--- src/rtl/iter_shift_engine_pkg.sv ---
// Package for the iterative shift/rotate engine.
// Holds the FSM state type plus the direction and mode encodings shared by
// the engine, its fixed-amount shift core and the bench.
// No ports (package).
package iter_shift_pkg;

   typedef enum logic [1:0] {
      ST_IDLE  = 2'd0,
      ST_SHIFT = 2'd1,
      ST_DONE  = 2'd2
   } state_t;

   localparam logic DIR_LEFT  = 1'b1;
   localparam logic DIR_RIGHT = 1'b0;
   localparam logic MODE_ROT  = 1'b1;
   localparam logic MODE_LOG  = 1'b0;

endpackage : iter_shift_pkg

--- src/rtl/iter_shift_engine_if.sv ---
// Request/result bus of the iterative shift/rotate engine.
// Handshake: a transfer happens on a rising clock edge where valid and ready
// are both high; the sender holds its payload stable while valid is high and
// ready is low. The request side uses in_valid/in_ready, the result side
// uses out_valid/out_ready.
// Signals:
//   in_valid, in_data, in_amt, in_dir, in_rot : request (master -> engine)
//   in_ready                                  : engine can accept
//   out_valid, out_data                       : result (engine -> master)
//   out_ready                                 : consumer accepts result
// Modports: master (requester/consumer side), slave (engine side).
interface iter_shift_if #(
   parameter int DATA_WIDTH = 16,
   parameter int AMT_WIDTH  = $clog2(DATA_WIDTH)
) ();

   logic                  in_valid;
   logic                  in_ready;
   logic [DATA_WIDTH-1:0] in_data;
   logic [AMT_WIDTH-1:0]  in_amt;
   logic                  in_dir;
   logic                  in_rot;
   logic                  out_valid;
   logic                  out_ready;
   logic [DATA_WIDTH-1:0] out_data;

   modport master (
      output in_valid, in_data, in_amt, in_dir, in_rot, out_ready,
      input  in_ready, out_valid, out_data
   );

   modport slave (
      input  in_valid, in_data, in_amt, in_dir, in_rot, out_ready,
      output in_ready, out_valid, out_data
   );

endinterface : iter_shift_if

--- src/rtl/iter_shift_engine_step_shift_core.sv ---
// Combinational fixed-amount shifter.
// Shifts or rotates data by the compile-time amount SHIFT; direction and
// mode are chosen at run time.
// Ports:
//   data   : operand
//   dir    : 1 = left, 0 = right
//   rot    : 1 = rotate, 0 = logical (zero fill)
//   result : shifted/rotated operand
module step_shift_core
   import iter_shift_pkg::*;
#(
   parameter int DATA_WIDTH = 16,
   parameter int SHIFT      = 1
) (
   input  logic [DATA_WIDTH-1:0] data,
   input  logic                  dir,
   input  logic                  rot,
   output logic [DATA_WIDTH-1:0] result
);

   logic [DATA_WIDTH-1:0] shl;
   logic [DATA_WIDTH-1:0] shr;
   logic [DATA_WIDTH-1:0] wrap_l;
   logic [DATA_WIDTH-1:0] wrap_r;

   assign shl    = data << SHIFT;
   assign shr    = data >> SHIFT;
   // Bits that fall off one end re-enter at the other when rotating.
   assign wrap_l = data >> (DATA_WIDTH - SHIFT);
   assign wrap_r = data << (DATA_WIDTH - SHIFT);

   always_comb begin
      result = '0;
      if (dir == DIR_LEFT) begin
         result = (rot == MODE_ROT) ? (shl | wrap_l) : shl;
      end else begin
         result = (rot == MODE_ROT) ? (shr | wrap_r) : shr;
      end
   end

endmodule : step_shift_core

--- src/rtl/iter_shift_engine.sv ---
// Iterative variable-amount shift/rotate engine.
// A captured word is shifted by STEP bits per cycle while the remaining
// amount is at least STEP, then by one bit per cycle until it reaches zero.
// The result is then held on the output until the consumer takes it.
// Optional macro ITER_SHIFT_STICKY_EN adds out_sticky: OR of every 1-bit
// discarded by a logical shift (always 0 for rotates).
// Ports:
//   clk, rst  : clock (rising edge), asynchronous active-high reset
//   bus       : request/result bus (slave modport of iter_shift_if)
//   busy      : high in SHIFT or DONE
//   dbg_state : current FSM state, for observation
//   out_sticky: (ITER_SHIFT_STICKY_EN only) discarded-ones flag
module iter_shift_engine
   import iter_shift_pkg::*;
#(
   parameter int DATA_WIDTH = 16,
   parameter int STEP       = 4,
   parameter int AMT_WIDTH  = $clog2(DATA_WIDTH)
) (
   input  logic         clk,
   input  logic         rst,
   iter_shift_if.slave  bus,
   output logic         busy,
   output state_t       dbg_state
`ifdef ITER_SHIFT_STICKY_EN
   ,
   output logic         out_sticky
`endif
);

   localparam logic [AMT_WIDTH-1:0] STEP_AMT = AMT_WIDTH'(STEP);
   localparam logic [AMT_WIDTH-1:0] ONE_AMT  = AMT_WIDTH'(1);

   state_t                state_q, state_d;
   logic [DATA_WIDTH-1:0] data_q, data_d;
   logic [AMT_WIDTH-1:0]  rem_q, rem_d;
   logic                  dir_q, dir_d;
   logic                  rot_q, rot_d;

   logic [DATA_WIDTH-1:0] coarse_res;
   logic [DATA_WIDTH-1:0] fine_res;
   logic                  use_coarse;

   assign use_coarse = (rem_q >= STEP_AMT);

   step_shift_core #(.DATA_WIDTH(DATA_WIDTH), .SHIFT(STEP)) u_coarse (
      .data   (data_q),
      .dir    (dir_q),
      .rot    (rot_q),
      .result (coarse_res)
   );

   step_shift_core #(.DATA_WIDTH(DATA_WIDTH), .SHIFT(1)) u_fine (
      .data   (data_q),
      .dir    (dir_q),
      .rot    (rot_q),
      .result (fine_res)
   );

   always_comb begin
      state_d = state_q;
      data_d  = data_q;
      rem_d   = rem_q;
      dir_d   = dir_q;
      rot_d   = rot_q;
      case (state_q)
         ST_IDLE: begin
            if (bus.in_valid) begin
               data_d  = bus.in_data;
               rem_d   = bus.in_amt;
               dir_d   = bus.in_dir;
               rot_d   = bus.in_rot;
               state_d = (bus.in_amt == '0) ? ST_DONE : ST_SHIFT;
            end
         end
         ST_SHIFT: begin
            if (use_coarse) begin
               data_d = coarse_res;
               rem_d  = rem_q - STEP_AMT;
            end else begin
               data_d = fine_res;
               rem_d  = rem_q - ONE_AMT;
            end
            if (rem_d == '0) begin
               state_d = ST_DONE;
            end
         end
         ST_DONE: begin
            if (bus.out_ready) begin
               state_d = ST_IDLE;
            end
         end
         default: state_d = ST_IDLE;
      endcase
   end

   always_ff @(posedge clk or posedge rst) begin
      if (rst) begin
         state_q <= ST_IDLE;
         data_q  <= '0;
         rem_q   <= '0;
         dir_q   <= 1'b0;
         rot_q   <= 1'b0;
      end else begin
         state_q <= state_d;
         data_q  <= data_d;
         rem_q   <= rem_d;
         dir_q   <= dir_d;
         rot_q   <= rot_d;
      end
   end

`ifdef ITER_SHIFT_STICKY_EN
   logic sticky_q, sticky_d;
   logic dropped;

   // Bits leaving the word in this iteration: low end for right shifts,
   // high end for left shifts.
   always_comb begin
      dropped = 1'b0;
      if (use_coarse) begin
         dropped = (dir_q == DIR_LEFT) ? |data_q[DATA_WIDTH-1 -: STEP]
                                       : |data_q[STEP-1:0];
      end else begin
         dropped = (dir_q == DIR_LEFT) ? data_q[DATA_WIDTH-1] : data_q[0];
      end
   end

   always_comb begin
      sticky_d = sticky_q;
      if (state_q == ST_IDLE && bus.in_valid) begin
         sticky_d = 1'b0;
      end else if (state_q == ST_SHIFT && rot_q == MODE_LOG) begin
         sticky_d = sticky_q | dropped;
      end
   end

   always_ff @(posedge clk or posedge rst) begin
      if (rst) begin
         sticky_q <= 1'b0;
      end else begin
         sticky_q <= sticky_d;
      end
   end

   assign out_sticky = (state_q == ST_DONE) ? sticky_q : 1'b0;
`endif

   assign bus.in_ready  = (state_q == ST_IDLE);
   assign bus.out_valid = (state_q == ST_DONE);
   assign bus.out_data  = (state_q == ST_DONE) ? data_q : '0;
   assign busy          = (state_q != ST_IDLE);
   assign dbg_state     = state_q;

endmodule : iter_shift_engine

--- src/flat_wrapper.sv ---
// flat-port wrapper written by rule: the top's interface ports become plain ports
module iter_shift_engine_flat import iter_shift_pkg::*;
#(
   parameter int DATA_WIDTH = 16,
   parameter int STEP       = 4,
   parameter int AMT_WIDTH  = $clog2(DATA_WIDTH)
)
  (clk, rst, busy, dbg_state, bus_in_valid, bus_in_data, bus_in_amt, bus_in_dir, bus_in_rot, bus_out_ready, bus_in_ready, bus_out_valid, bus_out_data);
  iter_shift_if #(.DATA_WIDTH(DATA_WIDTH), .AMT_WIDTH(AMT_WIDTH)) bus_i ();
  input  logic clk;
  input  logic rst;
  output logic busy;
  output state_t dbg_state;
  input wire logic [$bits(bus_i.in_valid)-1:0] bus_in_valid;
  input wire logic [$bits(bus_i.in_data)-1:0] bus_in_data;
  input wire logic [$bits(bus_i.in_amt)-1:0] bus_in_amt;
  input wire logic [$bits(bus_i.in_dir)-1:0] bus_in_dir;
  input wire logic [$bits(bus_i.in_rot)-1:0] bus_in_rot;
  input wire logic [$bits(bus_i.out_ready)-1:0] bus_out_ready;
  output wire logic [$bits(bus_i.in_ready)-1:0] bus_in_ready;
  output wire logic [$bits(bus_i.out_valid)-1:0] bus_out_valid;
  output wire logic [$bits(bus_i.out_data)-1:0] bus_out_data;
  assign bus_i.in_valid = bus_in_valid;
  assign bus_i.in_data = bus_in_data;
  assign bus_i.in_amt = bus_in_amt;
  assign bus_i.in_dir = bus_in_dir;
  assign bus_i.in_rot = bus_in_rot;
  assign bus_i.out_ready = bus_out_ready;
  assign bus_in_ready = bus_i.in_ready;
  assign bus_out_valid = bus_i.out_valid;
  assign bus_out_data = bus_i.out_data;
  iter_shift_engine #(.DATA_WIDTH(DATA_WIDTH), .STEP(STEP), .AMT_WIDTH(AMT_WIDTH)) u_core (.clk(clk), .rst(rst), .bus(bus_i), .busy(busy), .dbg_state(dbg_state));
endmodule
--- config.mk ---
export PLATFORM = sky130hd
export DESIGN_NAME = iter_shift_engine_flat
export DESIGN_NICKNAME = d
export VERILOG_FILES = /design/src/rtl/iter_shift_engine_pkg.sv /design/src/rtl/iter_shift_engine_if.sv /design/src/rtl/iter_shift_engine_step_shift_core.sv /design/src/rtl/iter_shift_engine.sv /design/src/flat_wrapper.sv
export SDC_FILE = /design/constraint.sdc
export NUM_CORES = 1
export LEC_CHECK = 0
export CAP_MARGIN = 20
export CORE_ASPECT_RATIO = 0.7
export CORE_MARGIN = 2
export CORE_UTILIZATION = 40
export CTS_BUF_LIST = sky130_fd_sc_hd__clkbuf_4 sky130_fd_sc_hd__clkbuf_8
export DETAILED_ROUTE_END_ITERATION = 10
export PLACE_DENSITY = 0.75
export SYNTH_ARGS = -nofsm -noshare
export SYNTH_HDL_FRONTEND = slang
export SYNTH_SLANG_ARGS = --single-unit
--- constraint.sdc ---
create_clock -name clk -period 2 [get_ports clk]
set_input_delay 0.4 -clock clk [delete_from_list [all_inputs] [get_ports clk]]
set_output_delay 0.4 -clock clk [all_outputs]
set_load 0.005 [all_outputs]
==> results of run 1 <==
Yosys cell counts (all sizes together), types with 4 or more instances:
cell	count	area share, %
a21oi	8	2.3
a22oi	5	2.1
a32oi	10	5.0
and2	20	7.1
buf	7	2.1
clkbuf	5	1.1
dfrtp	24	34
inv	11	2.4
mux4	12	16
nand2	21	4.5
nand2b	5	1.8
nand3	4	1.1
nor2	6	1.3
nor2b	5	1.8
o21ai	4	1.1
state kept, by name, summed over array words and instances, names as in the netlist:
register          cells
u_core.data_q        16
u_core.rot_q          1
u_core.dir_q          1
u_core.dbg_state      2
u_core.rem_q          4
layer usage:
metal | vias to the layer above | wire (µm)
li1 | 799 | -
met1 | 841 | 2300
met2 | 80 | 2340
met3 | 7 | 397
met4 | 0 | 43
met5 | - | 0
cell families (layout without fill, tap and decap cells):
| family | after synthesis | after routing | synth area share (%) |
|---|---|---|---|
| adder cells (fa/ha/maj) | 2 | 2 | 1.43 |
| multiplexers | 15 | 15 | 17.7 |
| AO/OA/AOI/OAI | 46 | 46 | 19.9 |
| flip-flops | 24 | 24 | 34.2 |
| buffers and inverters | 23 | 83 | 5.56 |
| AND/OR/NAND/NOR | 69 | 69 | 20.7 |
| XOR/XNOR | 1 | 1 | 0.499 |
critical path: cells and delay by family, from the launching register on:
kind                   cells  cell delay, ns
buffers and inverters      3            0.81
DFF                        1            0.42
worst min path at each step:
stage	startpoint	end	depth (start not counted)	slack, ns
after floorplan	rst	u_core.data_q[0]	1	0.41
after global placement	u_core.rem_q[3]	u_core.rem_q[3]	2	0.53
after detailed placement	u_core.data_q[4]	u_core.data_q[4]	2	0.55
after CTS	rst	u_core.data_q[2]	3	0.49
after global routing	rst	u_core.dbg_state[1]	3	0.53
final	rst	u_core.dbg_state[0]	3	0.47
where the power goes:
part	leakage [nW]	internal, mW	switching (mW)	total (mW)
logic	0.941	1.11	0.924	2.03
clock network	0.0357	0.268	0.167	0.435
registers	0.297	0.715	0.340	1.06
total	1.27	2.09	1.43	3.52
through the flow:
step	instance area (µm²)	cells	hold slack [ns]	utilization [%]
after floorplan	1750	180	0.415	-
after global placement	2360	285	0.530	55.1
after detailed placement	2360	285	0.553	55.1
after CTS	2450	291	0.488	57.2
after global routing	2510	295	0.534	58.8
final	2510	295	0.471	58.8
what timing repair did:
action | 4_1_cts | 5_1_grt
resized for setup | 14 | 14
cloned | 1 | 0
hold endpoints to repair | 0 | 0
buffers inserted | 1 | 4
hold buffers | 0 | 0
endpoints found under the setup margin | 18 | 11
layout make-up:
| cell class | instances | area [µm²] |
|---|---|---|
| fill | 362 | 1760 |
| inverter | 11 | 41.3 |
| sequential | 24 | 601 |
| tap | 55 | 68.8 |
| timing repair buffer | 68 | 667 |
| clock inverter | 1 | 30.0 |
| clock buffer | 3 | 41.3 |
| multi-input combinational | 133 | 1070 |
==> impl_metrics.ini, run 1 <==
[worst_hold_path]
hold_class = in -> async

[clock_tree]
clk_pin_slew_ns = 0.09
cts_buffers = 3
cts.sinks = 24
clock_tree.buffer_depth = 2
cts_tree = yes
htreeDepth = 1
cts_root_buffer = clkbuf_8
clk_latency_ns = 0.27

[timing]
slew_viol_final = 0
tightestPinTransition_ns = 0.396
grt_setup_unrepaired = no
relSlewSlack_pct = 73.3
period_minus_slack_ns = 1.90
post-route-period-util_pct = 94.9
setup_ws_ns = 0.102
fin_worst_skew_ns = 0.00119
hold_viol_final = 0
fmax_mhz = 527
setup_violations = 0
finalSetupTns_ns = 0

[synthesis]
netlist-cell-type-count = 42
yosys_warnings = 0
synthesis.nets = 208
synth.yosys.seq_area_share_pct = 34.2
postSynthCellCount = 180
synthArstFlopShare_pct = 100
synth-edff-count = 0
ys_ff_latch = 24
syn_area_um2 = 1750
syn_area_per_cell_um2 = 9.75
synth_ff_type = dfrtp_1

[floorplan]
die_width_um = 83.2
die_h_um = 59.4
core_um2 = 4280
io_pins = 47
rows = 20
initial_utilization_pct = 41.0
die_area_um2 = 4940

[global_routing]
grt_pass1_wl_um = 8140
grt_util_met3_pct = 4.32
overflow = 0
grt_max_degree = 25
grt_pass1_vias = 1555
antenna_found_initial = 0
grt.busiest_layer = met2
grtUsageMet2_pct = 33.6
use_met1_pct = 30.9
grt_util_all_layers_pct = 21.2

[final_layout]
final_nets = 269
antenna_cells = 0
syn2layout_area_growth_pct = 43.4
drive_gt1_share_pct = 17.5
final_cell_mix = clkdlybuf4s50_1, dfrtp_1, nand2_1, and2_1, buf_4
layout_commonest_cell = clkdlybuf4s50_1

[power]
peakVddDrop_mv = 0.670
power.density_nw_per_um2 = 1400
fin_total_pwr_mw = 3.52
p_leak_nw = 1.27

[critical_path]
crit_path_start = u_core.dbg_state[0]
r2r-start = u_core.rem_q[3]
ff2ff_setup_slack_ns = 0.19
reg2reg_to = u_core.data_q[14]
crit_required_ns = 1.60
critPathCaptureType = output pin
arrival_ns = 1.50
cpMaxStageDelayCell = clkdlybuf4s50_1
r2r_cells = 7
critPathMaxStageDelay_ns = 0.52
crit_end = dbg_state[0]
crit_chain = buf_6 > buf_4 > clkdlybuf4s50_1
cp_max_fo = 12
crit_type = reg -> out
startpoint_type = flip-flop

[detailed_routing]
wl_per_cell_um = 17.2
ant_nets = 0
drtPass1Iterations = 6
routed_wl_um = 5080
num_vias = 1727
vias_per_cell = 5.85
dr.first_iter.drc_count = 170
drcViolationCount = 0

[placed_design]
dp_hpwl_um = 3630
io_buffers = 46
gp_congestion = 0.926
place_ws_ns = 0.0451

[outcome]
status = complete, no violations

[job]
drv_cap = 0
(Power assumes the default switching activity.)
==> run 2, diff against run 1 <==
--- a/config.mk
+++ b/config.mk
@@ -11,6 +11,7 @@
 export CORE_UTILIZATION = 40
 export CTS_BUF_LIST = sky130_fd_sc_hd__clkbuf_4 sky130_fd_sc_hd__clkbuf_8
 export DETAILED_ROUTE_END_ITERATION = 10
+export GPL_ROUTABILITY_DRIVEN = 0
 export PLACE_DENSITY = 0.75
 export SYNTH_ARGS = -nofsm -noshare
 export SYNTH_HDL_FRONTEND = slang
==> results of run 2 <==
Same layout as run 1: the final DEF is identical, and so are final timing and power.
